===== config.mk =====
export PLATFORM = sky130hd
export DESIGN_NAME = serial_operand_serializer
export DESIGN_NICKNAME = d
export VERILOG_FILES = /design/src/rtl/serial_adder_pkg.sv /design/src/rtl/serial_result_capture.sv /design/src/rtl/serial_operand_serializer.sv
export SDC_FILE = /design/constraint.sdc
export NUM_CORES = 1
export LEC_CHECK = 0
export ABC_AREA = 0
export CAP_MARGIN = 20
export CORE_MARGIN = 5
export CORE_UTILIZATION = 45
export DETAILED_ROUTE_END_ITERATION = 16
export GPL_ROUTABILITY_DRIVEN = 0
export PLACE_DENSITY = 0.77
export SYNTH_ARGS = -nofsm -noshare
export SYNTH_HDL_FRONTEND = slang
export SYNTH_SLANG_ARGS = --single-unit

===== constraint.sdc =====
create_clock -name clk -period 1.9 [get_ports clk]
set_input_delay 0.19 -clock clk [delete_from_list [all_inputs] [get_ports clk]]
set_output_delay 0.19 -clock clk [all_outputs]
set_load 0.01 [all_outputs]

===== src/rtl/serial_adder_pkg.sv =====
// Shared types and helpers for the serial adder operand stream.
package serial_adder_pkg;

  localparam int SA_W = 8;

  typedef enum logic {SER_IDLE, SER_SHIFT} ser_state_t;

  // Lengths of zero or beyond the operand width mean "send the whole word".
  function automatic logic [31:0] clamp_len(input logic [31:0] len, input logic [31:0] max_len);
    logic [31:0] res;
    if ((len == 32'd0) || (len > max_len)) begin
      res = max_len;
    end else begin
      res = len;
    end
    return res;
  endfunction

endpackage


===== src/rtl/serial_result_capture.sv =====
// Collects the serial adder's sum bits back into a parallel result word.
module serial_result_capture
  import serial_adder_pkg::*;
#(
  parameter int W     = SA_W,
  parameter int LEN_W = $clog2(W + 1)
) (
  input  logic         clk,
  input  logic         rst_n,
  input  logic         vld,
  input  logic         last,
  input  logic         sum,
  output logic         res_valid,
  output logic [W-1:0] res_sum
);

  logic [LEN_W-1:0] idx_r;
  logic [W-1:0]     acc_r;
  logic [W-1:0]     res_sum_r;
  logic             res_valid_r;
  logic [W-1:0]     mask_s;
  logic [W-1:0]     base_s;
  logic [W-1:0]     acc_next_s;

  // Bit 0 of a word starts from a clean accumulator so stale high bits never leak.
  always_comb begin
    mask_s = W'(1'b1) << idx_r;
    if (idx_r == LEN_W'(0)) begin
      base_s = {W{1'b0}};
    end else begin
      base_s = acc_r;
    end
    if (sum) begin
      acc_next_s = base_s | mask_s;
    end else begin
      acc_next_s = base_s;
    end
  end

  // Index/accumulate per valid bit; publish and pulse on the final bit.
  always_ff @(posedge clk or negedge rst_n) begin
    if (!rst_n) begin
      idx_r       <= {LEN_W{1'b0}};
      acc_r       <= {W{1'b0}};
      res_sum_r   <= {W{1'b0}};
      res_valid_r <= 1'b0;
    end else if (vld && last) begin
      idx_r       <= {LEN_W{1'b0}};
      acc_r       <= {W{1'b0}};
      res_sum_r   <= acc_next_s;
      res_valid_r <= 1'b1;
    end else if (vld) begin
      idx_r       <= idx_r + LEN_W'(1);
      acc_r       <= acc_next_s;
      res_valid_r <= 1'b0;
    end else begin
      res_valid_r <= 1'b0;
    end
  end

  assign res_valid = res_valid_r;
  assign res_sum   = res_sum_r;

endmodule


===== src/rtl/serial_operand_serializer.sv =====
// Parallel-to-serial operand feeder for the serial adder (LSB first, vld/last framing).
// Optional result capture ports are enabled by defining SERIAL_RESULT_CAPTURE_EN.
module serial_operand_serializer
  import serial_adder_pkg::*;
#(
  parameter int W     = SA_W,
  parameter int LEN_W = $clog2(W + 1)
) (
  input  logic             clk,
  input  logic             rst_n,
  input  logic             in_valid,
  output logic             in_ready,
  input  logic [W-1:0]     in_a,
  input  logic [W-1:0]     in_b,
  input  logic [LEN_W-1:0] in_len,
  output logic             vld,
  output logic             a,
  output logic             b,
  output logic             last
`ifdef SERIAL_RESULT_CAPTURE_EN
  ,
  input  logic             sum,
  output logic             res_valid,
  output logic [W-1:0]     res_sum
`endif
);

  ser_state_t       state_r;
  logic [W-1:0]     sreg_a_r;
  logic [W-1:0]     sreg_b_r;
  logic [LEN_W-1:0] cnt_r;
  logic             vld_r;
  logic             a_r;
  logic             b_r;
  logic             last_r;
  logic [LEN_W-1:0] len_s;
  logic             ready_s;
  logic             accept_s;

  // Ready in IDLE, or on the final bit so the next word follows without a bubble.
  always_comb begin
    len_s = LEN_W'(clamp_len(32'(in_len), 32'(W)));
    if (!rst_n) begin
      ready_s = 1'b0;
    end else if (state_r == SER_IDLE) begin
      ready_s = 1'b1;
    end else begin
      ready_s = (state_r == SER_SHIFT) && last_r;
    end
    accept_s = in_valid && ready_s;
  end

  // Bit 0 goes out directly from the load; cnt_r tracks bits still to send after the current one.
  always_ff @(posedge clk or negedge rst_n) begin
    if (!rst_n) begin
      state_r  <= SER_IDLE;
      sreg_a_r <= {W{1'b0}};
      sreg_b_r <= {W{1'b0}};
      cnt_r    <= {LEN_W{1'b0}};
      vld_r    <= 1'b0;
      a_r      <= 1'b0;
      b_r      <= 1'b0;
      last_r   <= 1'b0;
    end else if (accept_s) begin
      state_r  <= SER_SHIFT;
      sreg_a_r <= in_a >> 1;
      sreg_b_r <= in_b >> 1;
      cnt_r    <= len_s - LEN_W'(1);
      vld_r    <= 1'b1;
      a_r      <= in_a[0];
      b_r      <= in_b[0];
      last_r   <= (len_s == LEN_W'(1));
    end else if ((state_r == SER_SHIFT) && !last_r) begin
      state_r  <= SER_SHIFT;
      sreg_a_r <= sreg_a_r >> 1;
      sreg_b_r <= sreg_b_r >> 1;
      cnt_r    <= cnt_r - LEN_W'(1);
      vld_r    <= 1'b1;
      a_r      <= sreg_a_r[0];
      b_r      <= sreg_b_r[0];
      last_r   <= (cnt_r == LEN_W'(1));
    end else begin
      state_r  <= SER_IDLE;
      sreg_a_r <= {W{1'b0}};
      sreg_b_r <= {W{1'b0}};
      cnt_r    <= {LEN_W{1'b0}};
      vld_r    <= 1'b0;
      a_r      <= 1'b0;
      b_r      <= 1'b0;
      last_r   <= 1'b0;
    end
  end

  assign in_ready = ready_s;
  assign vld      = vld_r;
  assign a        = a_r;
  assign b        = b_r;
  assign last     = last_r;

`ifdef SERIAL_RESULT_CAPTURE_EN
  serial_result_capture #(
    .W     (W),
    .LEN_W (LEN_W)
  ) u_capture (
    .clk       (clk),
    .rst_n     (rst_n),
    .vld       (vld_r),
    .last      (last_r),
    .sum       (sum),
    .res_valid (res_valid),
    .res_sum   (res_sum)
  );
`endif

endmodule


==> summary.txt <==
share of cells above drive strength 1 -> 6.12%
fmax -> 578 MHz
Routed wire per std cell -> 13.8 um
period utilisation layout -> 91.0%
Buf/Inv on CP -> 1
H-Tree Depth -> 1
CP Cell Sequence -> nand2b_4 -> and2_1 -> clkdlybuf4s50_1
startpoint types -> flop
clk_lat worst skew -> 0.30 ns
sequential share of the synthesized area -> 59.1%
CTS Root Cell -> clkbuf_4
GRT Util Overall -> 12.1%
EDFF count, synth -> 0
Sw Ratio -> 32.0%
Syn Nets -> 98
R2R Path Start -> last
CP peak stage delay -> 0.53 ns
kind of critical path -> flop to output pin
Tot Pwr -> 1440 uW
most common cell after layout, fill and taps aside -> clkdlybuf4s50_1
CTS Buf Count -> 3
Combinational Power Share -> 38.7%
most frequent cells in the layout -> clkdlybuf4s50_1, dfrtp_1, a22o_1, ha_1
leakage power total -> 0.000560 uW
# diodes -> 0
minimum clock period -> 1.73 ns
Worst-path clk slew -> 0.11 ns
clock skew -> 0.00511 ns
Post-route DRC -> 0
Pwr Density -> 1170 nW/um^2
Top FF cell, synth -> dfrtp_1
clock tree buffer depth -> 2
final instance area -> 1230 sq um
Placed Area -> 1200 sq um
Cells after Synth -> 71
io pins -> 28
via/cell ratio -> 4.95
max-slew violations -> 0
Post-CTS Hold Fix Bufs -> 0
synth warn -> 0
drt pass-1 iters -> 4
Worst Tran Pin Value -> 0.504 ns
RSZ-0062 raised after global routing -> false
CTS tree -> built
Hold WC Path Type -> input pin to async pin
Fin. Hold Viols -> 0
dpl hpwl -> 1310 um
starting density of the core -> 47.4%
switching pwr -> 459 uW
Fill cells -> 183
Die W -> 55.5 um
die area -> 3080 sq um
Synth Register Bits -> 22
# resized after CTS -> 0
Final nets -> 127
critical path's top delay family -> buffers and inverters
# setup viols final -> 0
P&R area growth vs syn -> 31.7%
Critical Path RT -> 1.71 ns
I/O Buffers -> 27
Setup crit start -> vld
Via Count -> 619
Die Ht -> 55.5 um
ANT nets after route -> 0
relative slew slack -> 66.4%
worst-path fanout max -> 8
Mapped Area -> 931 sq um
Int Pwr -> 977 uW
number of global-route vias before repair -> 597
MaxCap Viol Count -> 0
CTS sink count -> 22
Non-Filler Instances -> 125
first-pass GRT wire length -> 2840 um
initial antenna violation count -> 0
share of power burned in registers -> 47.3%
average size of a mapped cell -> 13.1 sq um
Post-CTS Repair Setup Buffers -> 0
crit end category -> output pin
status -> complete, no violations
row count -> 16
global route total overflow -> 0
CP arrival -> 1.54 ns
Max stage delay cell, worst path -> clkdlybuf4s50_1
post-synth cell types -> 20
DP Cell Count -> 122
Max VDD drop -> 0.601 mV
clock power share -> 14.1%
Core Area -> 1960 sq um
final WL -> 1720 um
largest net degree at the start of global routing -> 25
share of flip-flops with an asynchronous set or reset -> 100%
setup_tns -> 0 ns
initial DRC count -> 12
## layer usage
metal | track usage (%) | up-vias | part of all wire, %
met5 | 0 | - | 0
met4 | 6.25 | 0 | 1.7
met3 | 5.59 | 5 | 5.8
met2 | 17.7 | 17 | 48
met1 | 14.8 | 293 | 45
li1 | - | 304 | -
## final cells by class
| type | instances | area (sq um) | area share, % |
|---|---|---|---|
| Sequential cell | 22 | 551 | 44.9 |
| Multi-Input combinational cell | 42 | 330 | 26.9 |
| Timing Repair Buffer | 28 | 278 | 22.7 |
| Inverter | 3 | 11.3 | 0.918 |
| Clock buffer | 3 | 22.5 | 1.84 |
| Tap cell | 27 | 33.8 | 2.76 |
## stage by stage
| step | util [%] | hold WS [ns] | setup WS [ns] |
|---|---|---|---|
| 5_1_grt | 62.5 | 0.257 | 0.0921 |
| 2_1_floorplan | - | -0.106 | 0.544 |
| 3_3_place_gp | 61.4 | 0.453 | 0.381 |
| 4_1_cts | 62.5 | 0.246 | 0.152 |
| 6_report | 62.5 | 0.242 | 0.170 |
| 3_5_place_dp | 61.4 | 0.460 | 0.337 |
## cell usage after synthesis (all sizes together), types with 2 or more instances
| master | instances | area, sq um |
|---|---|---|
| o22ai | 3 | 18.8 |
| dfrtp | 22 | 551 |
| inv | 3 | 11.3 |
| and2 | 3 | 18.8 |
| xnor2 | 3 | 26.3 |
| a22o | 14 | 123 |
| buf | 4 | 38.8 |
| ha | 4 | 50.1 |
| nand3 | 2 | 10.0 |
| nand2b | 3 | 26.3 |
| nor2 | 3 | 11.3 |
## final timing paths
kind / depth (start not counted) / slack [ns] / endpoint
setup / recovery: 3 / 0.17 / in_ready
hold / removal: 2 / 0.24 / sreg_a_r[0]
setup reg to reg: 2 / 0.69 / sreg_b_r[5]
hold reg to reg: 1 / 0.48 / sreg_b_r[2]
max in group asynchronous: 2 / 1.43 / sreg_b_r[4]
min in group clk: 2 / 0.44 / sreg_a_r[6]
## kinds of logic (layout without fill, tap and decap cells)
logic type | Yosys count | in the layout | share of synthesized area (%)
DFF | 22 | 22 | 59.1
buffers and inverters | 7 | 34 | 5.38
and+or+nand+nor | 16 | 16 | 10.8
AOI/OAI and AO/OA | 19 | 19 | 16.5
adders and majority gates | 4 | 4 | 5.38
xor gates and xnor gates | 3 | 3 | 2.82
## power groups by stage
stage | logic, uW | clock network, uW | registers [uW]
2_1_floorplan | 390 | 0 | 695
3_3_place_gp | 533 | 0 | 689
3_5_place_dp | 567 | 0 | 689
4_1_cts | 569 | 208 | 681
5_1_grt | 619 | 227 | 697
6_report | 555 | 202 | 679
## registers in the layout (all words and copies together) (netlist names)
name,cells
b,1
last,1
sreg_b_r,7
sreg_a_r,7
vld,1
cnt_r,4
a,1
No activity file was read; power rests on OpenSTA's default activity.
